==> src/rtl/ahb_arbiter.sv <==
`default_nettype none
// ============================================================================
//  Module   : ahb_arbiter
//  Purpose  : Round-robin arbiter and bus multiplexer letting up to four
//             AHB-lite style masters share one slave port. The address bus
//             is granted to one owner at a time. An owner is limited to
//             HOLD_LIMIT accepted transfers while another master is waiting.
//             Write data follows the data-phase owner, so a handover needs
//             no bubble cycle.
//  Ports    : hclk/hresetn        - clock, async active-low reset
//             m_hbusreq/m_hgrant  - per-master request / one-hot grant
//             m_htrans/m_hwrite/m_haddr/m_hwdata - packed per-master buses
//             m_hready/m_hrdata   - slave response broadcast to masters
//             hmaster             - index of the address-phase owner
//             s_*                 - slave-side bus
//  Revision : 1.0 - initial release
// ============================================================================
module ahb_arbiter #(
    parameter int NUM_MASTERS = 2,
    parameter int ADDR_W      = 8,
    parameter int DATA_W      = 32,
    parameter int HOLD_LIMIT  = 4
) (
    input  logic                          hclk,
    input  logic                          hresetn,
    input  logic [NUM_MASTERS-1:0]        m_hbusreq,
    output logic [NUM_MASTERS-1:0]        m_hgrant,
    input  logic [2*NUM_MASTERS-1:0]      m_htrans,
    input  logic [NUM_MASTERS-1:0]        m_hwrite,
    input  logic [ADDR_W*NUM_MASTERS-1:0] m_haddr,
    input  logic [DATA_W*NUM_MASTERS-1:0] m_hwdata,
    output logic                          m_hready,
    output logic [DATA_W-1:0]             m_hrdata,
    output logic [1:0]                    hmaster,
    output logic [1:0]                    s_htrans,
    output logic                          s_hwrite,
    output logic [ADDR_W-1:0]             s_haddr,
    output logic [DATA_W-1:0]             s_hwdata,
    input  logic                          s_hready,
    input  logic [DATA_W-1:0]             s_hrdata
);

    localparam logic [4:0] C_HOLD_LIMIT = 5'(HOLD_LIMIT);

    logic [1:0]             owner_q, owner_d;
    logic [1:0]             data_owner_q, data_owner_d;
    logic [3:0]             hold_cnt_q, hold_cnt_d;
    logic [NUM_MASTERS-1:0] grant_q, grant_d;

    logic [1:0]             w_htrans;
    logic                   w_own_req;
    logic                   w_other;
    logic                   w_accept;
    logic                   w_release;
    logic [4:0]             w_hold_sum;
    logic [1:0]             w_next_owner;

    // Address-phase mux (owner) and data-phase mux (data owner). Requests
    // from non-owners are collected here as well.
    always_comb begin
        w_htrans  = 2'b00;
        s_hwrite  = 1'b0;
        s_haddr   = '0;
        s_hwdata  = '0;
        w_own_req = 1'b0;
        w_other   = 1'b0;
        for (int i = 0; i < NUM_MASTERS; i++) begin
            if (owner_q == 2'(i)) begin
                w_htrans  = m_htrans[2*i +: 2];
                s_hwrite  = m_hwrite[i];
                s_haddr   = m_haddr[ADDR_W*i +: ADDR_W];
                w_own_req = m_hbusreq[i];
            end else if (m_hbusreq[i]) begin
                w_other = 1'b1;
            end
            if (data_owner_q == 2'(i)) begin
                s_hwdata = m_hwdata[DATA_W*i +: DATA_W];
            end
        end
    end

    // Reset blocks the slave from seeing a transfer while masters are
    // still driving garbage.
    assign s_htrans = hresetn ? w_htrans : 2'b00;
    assign m_hready = s_hready;
    assign m_hrdata = s_hrdata;
    assign hmaster  = owner_q;
    assign m_hgrant = grant_q;

    // Round-robin search: scan from farthest to nearest distance so the
    // nearest requester after the owner is the last (winning) assignment.
    always_comb begin
        w_next_owner = owner_q;
        for (int k = NUM_MASTERS - 1; k >= 1; k--) begin
            for (int i = 0; i < NUM_MASTERS; i++) begin
                if (m_hbusreq[i] && (((int'(owner_q) + k) % NUM_MASTERS) == i)) begin
                    w_next_owner = 2'(i);
                end
            end
        end
    end

    // Next-state logic. Everything holds while the slave stalls.
    always_comb begin
        w_accept     = s_hready && s_htrans[1];
        w_hold_sum   = {1'b0, hold_cnt_q} + {4'b0000, w_accept};
        w_release    = w_other && (!w_own_req || (w_hold_sum >= C_HOLD_LIMIT));
        owner_d      = owner_q;
        data_owner_d = data_owner_q;
        hold_cnt_d   = hold_cnt_q;
        if (s_hready) begin
            // A transfer accepted at this edge keeps the old owner for its
            // data phase even when ownership moves on.
            data_owner_d = owner_q;
            if (w_release) begin
                owner_d    = w_next_owner;
                hold_cnt_d = 4'd0;
            end else if (w_hold_sum >= C_HOLD_LIMIT) begin
                hold_cnt_d = C_HOLD_LIMIT[3:0];
            end else begin
                hold_cnt_d = w_hold_sum[3:0];
            end
        end
        grant_d = '0;
        for (int i = 0; i < NUM_MASTERS; i++) begin
            if (owner_d == 2'(i)) begin
                grant_d[i] = 1'b1;
            end
        end
    end

    always_ff @(posedge hclk or negedge hresetn) begin
        if (!hresetn) begin
            owner_q      <= 2'd0;
            data_owner_q <= 2'd0;
            hold_cnt_q   <= 4'd0;
            grant_q      <= NUM_MASTERS'(1);
        end else begin
            owner_q      <= owner_d;
            data_owner_q <= data_owner_d;
            hold_cnt_q   <= hold_cnt_d;
            grant_q      <= grant_d;
        end
    end

endmodule
`default_nettype wire

==> config.mk <==
export PLATFORM = sky130hd
export DESIGN_NAME = ahb_arbiter
export DESIGN_NICKNAME = d
export VERILOG_FILES = /design/src/rtl/ahb_arbiter.sv
export SDC_FILE = /design/constraint.sdc
export NUM_CORES = 1
export LEC_CHECK = 0
export BUFFER_PORTS_ARGS = -buffer_cell sky130_fd_sc_hd__buf_4
export CAP_MARGIN = 20
export CORE_AREA = 2 2 79 81
export CTS_CLUSTER_SIZE = 12
export DETAILED_ROUTE_END_ITERATION = 7
export DIE_AREA = 0 0 81 83
export PLACE_DENSITY = 0.77
export SLEW_MARGIN = 20
export SYNTH_ARGS = -nofsm -noshare
export SYNTH_HDL_FRONTEND = slang
export SYNTH_SLANG_ARGS = --single-unit
==> constraint.sdc <==
create_clock -name hclk -period 2.5 [get_ports hclk]
set_input_delay 0.25 -clock hclk [delete_from_list [all_inputs] [get_ports hclk]]
set_output_delay 0.25 -clock hclk [all_outputs]
set_load 0.05 [all_outputs]
-- Word-level counts from Yosys, hierarchy flattened
Index checks and enable logic that the tools add are counted.
- output and inout port bits: 80
- bits of input ports: 123
- logic and storage cells: 45
- register bits: 10
- $lt $le $gt $ge: 1
- reduce and logical (&&, ||, !) cells: 10
- muxes and demuxes: 23
- bitwise operators: 1
- add/sub/neg operators: 2
- equality and inequality tests: 4
- operators by type and width (kind ; number):
    $mux W32 ; 2
    $logic_not A32 Y1 ; 1
    $mux W8 ; 2
    $mux W2 ; 7
    $mux W1 ; 10
    $mux W4 ; 2
    $eq A2 B1 Y1 const B ; 3
    $logic_not A2 Y1 ; 3
    $add A4 B1 Y5 ; 1
    $ge A5 B3 Y1 const B ; 1
    $logic_and A1 B1 Y1 ; 4
    $eq A2 B2 Y1 const B ; 1
    $add A1 B1 Y1 const B ; 1
    $and A1 B1 Y1 const A ; 1
    $logic_not A1 Y1 ; 1
    $logic_or A1 B1 Y1 ; 1

-- Longest topological paths before layout
- depth in word-level cells: 13
- mapped depth: 10
- depth with buffers taken out: 9

-- Worst setup path after synthesis
OpenSTA, ideal clock, no wires.
- path kind: reg-to-reg
- start: register owner_q[0], in the netlist hmaster[0]
- end: register grant_q[1], in the netlist m_hgrant[1]
- stages on the path, launching flop included: 11
- data arrival time: 2826 ps
- slack: -421 ps
- path through: dfrtp_1 > buf_4 > mux2i_1 > nor2_1 > and2_1 > ha_1 > ha_1 > or2_2 > o21ai_4 > and4b_1 > nor4b_2
- cells in the longest elaborated chain, start to end: 13
- ends and longest elaborated chain (what ; line ; text):
    start: declaration ; 45 ; logic [1:0] owner_q, owner_d;
    start signal: assignment ; 139 ; owner_q <= owner_d;
    $logic_not A2 Y1 ; 68 ; if (owner_q == 2'(i)) begin
    $mux W2 ; 68 ;
    $mux W2 * ; 68 ;
    $mux W2 * ; 84 ; assign s_htrans = hresetn ? w_htrans : 2'b00;
    via s_htrans[1] ; 35 ; output logic [1:0] s_htrans,
    $logic_and A1 B1 Y1 * ; 105 ; w_accept = s_hready && s_htrans[1];
    $add A4 B1 Y5 * ; 106 ; w_hold_sum = {1'b0, hold_cnt_q} + {4'b0000, w_accept};
    $ge A5 B3 Y1 * ; 107 ; w_release = w_other && (!w_own_req || (w_hold_sum >= C_HOLD_LIMIT));
    $logic_or A1 B1 Y1 * ; 107 ;
    $logic_and A1 B1 Y1 * ; 107 ;
    $mux W2 * ; 115 ; if (w_release) begin
    $mux W2 * ; 111 ; if (s_hready) begin
    $eq A2 B1 Y1 * ; 126 ; if (owner_d == 2'(i)) begin
    $mux W1 * ; 126 ;
    via grant_d[1] ; 48 ; logic [NUM_MASTERS-1:0] grant_q, grant_d;
    end signal: assignment ; 142 ; grant_q <= grant_d;
    end: declaration ; 48 ;
Mark *: on every way through the listed nets, which the timed path passes. The rest lies on a longest branch.
A chain may end at the register's enable or synchronous reset.

-- Final worst setup path
- start: input port hresetn
- end: register hold_cnt_q[2]
- cells in the longest elaborated chain, start to end: 7
- ends and longest elaborated chain (what ; line ; text):
    start: declaration ; 25 ; input logic hresetn,
    $mux W2 * ; 84 ;
    $logic_and A1 B1 Y1 * ; 105 ;
    $add A4 B1 Y5 * ; 106 ;
    $ge A5 B3 Y1 ; 107, 118 ;
    $logic_or A1 B1 Y1 ; 107 ;
    $logic_and A1 B1 Y1 ; 107 ;
    $mux W4 * ; 115 ;
    end signal: assignment ; 141 ; hold_cnt_q <= hold_cnt_d;
    end: declaration ; 47 ; logic [3:0] hold_cnt_q, hold_cnt_d;
Mark *: on every way between the ends. The rest lies on a longest branch, timed or not.

==> reports/qor.yml <==
status: "finished, final reports clean"
layout_common_cells: "140 x buf_4, 46 x nor2_1, 43 x mux2i_1"
synthCells: 189
clock_path_buffers: 2
drtAntennaViolNets: 0
first_iter_violations: 44
overflow: 0
reg2reg_depth: 9
required_ns: 2.63
h-tree-depth: 1
clk_pin_slew_ns: 0.05
final_max_slew_viol_count: 0
avgSynthCellArea_sq_um: 7.865
track_usage_pct: 13.22
cp_top_family: "buffers and inverters"
power.density_nw_per_um2: 606.2
synth.distinct_cells: 28
holdPathStages: 2
clock_sinks: 10
slew_headroom_pct: 32.52
rsz0062_at_grt: "no"
layout.nets: 413
dpl.hpwl_um: 3886
diodes: 0
ir_worst_vdd_uv: 275.3
layout_commonest_cell: "buf_4"
timing.final.crit_share_pct: 94.62
cts_hold_buf: 1
top_layer: "met4"
yosys.area.top_type: "mux2i_1"
regArea_sq_um: 255.2
total_power_mw: 1.450
crit_type: "in -> reg"
wl_met2_um: 2547
gp_congestion: 0.8080
yosysSeqAreaShare_pct: 16.92
initial_core_util_pct: 25.56
wl_met3_um: 389
wl_um: 4667
grt_pass1_wl_um: 7245
clock_tree.root_cell: "clkbuf_8"
min_path_type: "in -> reg"
dieArea_sq_um: 6723
arrival_ns: 2.49
grt_pass1_vias: 1631
synth_seq_cells: 10
die_w_um: 81
numCtsBuffers: 3
path_cells: "dlygate4sd3_1, buf_4, nand2b_1, nor2_4, and2_1, ha_1, ha_1, or2_2, o21ai_4, a21oi_1, mux2_2"
fillCellCount: 604
synth_top_area_share_pct: 29.63
vias: 1646
start_kind: "input pin"
core-area_sq_um: 5816
mappedNetlistArea_sq_um: 1486
tritoncts: "built"
io_pins: 203
multiInputGateArea_sq_um: 895.9
finalSetupViolCount: 0
drt_pass1_iterations: 4
syn_to_final_growth_pct: 60.94
antenna_found_initial: 0
rows: 28
yosysWarnings: 0
endpoint_kind: "flip-flop"
tightest_slew_ns: 1.012
cts.repair.resized: 0
routedWlPerCell_um: 12.89
grt_max_degree: 34
insertion_delay_ns: 0.24
period_minus_slack_ns: 2.366
portBuffers: 138
timing.fmax_ghz: 0.4227
ys_top_cells_by_area: "mux2i_1 30%, buf_4 19%, dfrtp_1 15%, nor2_1 12%, mux2_2 3.0%"
syn_nets: 314
cp.buffers_inverters: 2
cap_viol_max_count: 0
vias_per_cell: 4.547
finClkSkew_ns: 0.001174
final_layout_size_suffix_gt1_share_pct: 55.05
leakagePower_nw: 1.397
die_h_um: 83
slowest_stage: "dlygate4sd3_1"
critPathMaxFanout: 11
worst_path_largest_cell_delay_ns: 0.54
timing.setup.tns_ns: 0
critical_path_depth: 11
drc: 0
postCtsSetupBuffers: 0
crit_top_cell: "ha_1"
wl_met1_um: 1609
hold_viol: 0
-- cells by family after synthesis --
| kind of cell | share of synthesized area [%] |
|---|---|
| adders and majority gates | 1.683 |
| muxes | 32.66 |
| DFF | 16.92 |
| AOI/OAI and AO/OA | 6.565 |
| buffers and inverters | 23.57 |
| and+or+nand+nor | 18.60 |
-- worst paths after layout --
check	slack, ns	start	end
max	0.13	hresetn	hold_cnt_q[2]$_DFFE_PN0P_
min	0.29	s_hready	hold_cnt_q[3]$_DFFE_PN0P_
max reg2reg	0.40	hmaster[0]$_DFF_PN0_	hold_cnt_q[2]$_DFFE_PN0P_
min reg2reg	0.54	hold_cnt_q[0]$_DFFE_PN0P_	hold_cnt_q[0]$_DFFE_PN0P_
max in group asynchronous	1.90	hresetn	m_hgrant[0]$_DFF_PN1_
min in group asynchronous	0.38	hresetn	m_hgrant[1]$_DFF_PN0_
-- metal layers --
metal,GRT usage [%],up-vias
met2,23.89,84
li1,-,799
met1,13.96,742
met5,0,-
met4,6.317,0
met3,3.152,21
-- final cells by class --
class	count	share of cell area [%]
Timing Repair Buffer	142	45.19
Multi-Input combinational cell	128	37.45
Sequential cell	10	10.67
Tap cell	75	3.923
Clock buffer	4	2.301
Inverter	3	0.4707
-- where the power goes --
part	internal, mW	leakage, nW	switching, mW
logic	0.388	1.25	0.643
clock network	0.139	0.0288	0.0708
registers	0.182	0.123	0.0271
total	0.710	1.40	0.741
-- Yosys cell counts --
master / n
a21boi_0: 1
a21oi_1: 5
a311o_1: 1
and2_1: 2
and3_1: 1
and4b_1: 1
buf_2: 3
buf_4: 37
buf_6: 2
clkbuf_1: 5
clkbuf_2: 1
dfrtp_1: 9
dfstp_2: 1
ha_1: 2
inv_1: 3
mux2_2: 4
mux2i_1: 44
nand2_1: 6
nand2b_1: 1
nand3_1: 3
nand4_1: 1
nor2_1: 47
nor4b_2: 1
o21ai_0: 1
o21ai_4: 1
o22a_1: 1
o22ai_1: 4
or2_2: 1
-- worst register-to-register path: stages, from the launching register on --
cell and delay [ns]:
dfrtp_2 0.41, mux2i_2 0.22, nor2_4 0.05, and2_1 0.15, ha_1 0.20, ha_1 0.19, or2_2 0.30, o21ai_4 0.11
a21oi_1 0.10, mux2_2 0.26
-- flip-flops by register name (all words and copies together), names as in the netlist --
signal and flops:
data_owner_q 2, hmaster 2, hold_cnt_q 4, m_hgrant 2
-- per-stage QoR --
stage	setup WS, ns	cells	util [%]	hold WS, ns	area (sq um)
2_1_floorplan	0.02788	189	-	-0.04559	1504
3_3_place_gp	0.4572	357	40.02	0.08438	2327
3_5_place_dp	0.4042	357	40.02	0.09044	2327
4_1_cts	0.1220	362	41.14	0.2934	2392
5_1_grt	0.03393	362	41.14	0.3016	2392
6_report	0.1345	362	41.14	0.2914	2392
Note: power is estimated with default switching activity, not from simulation.
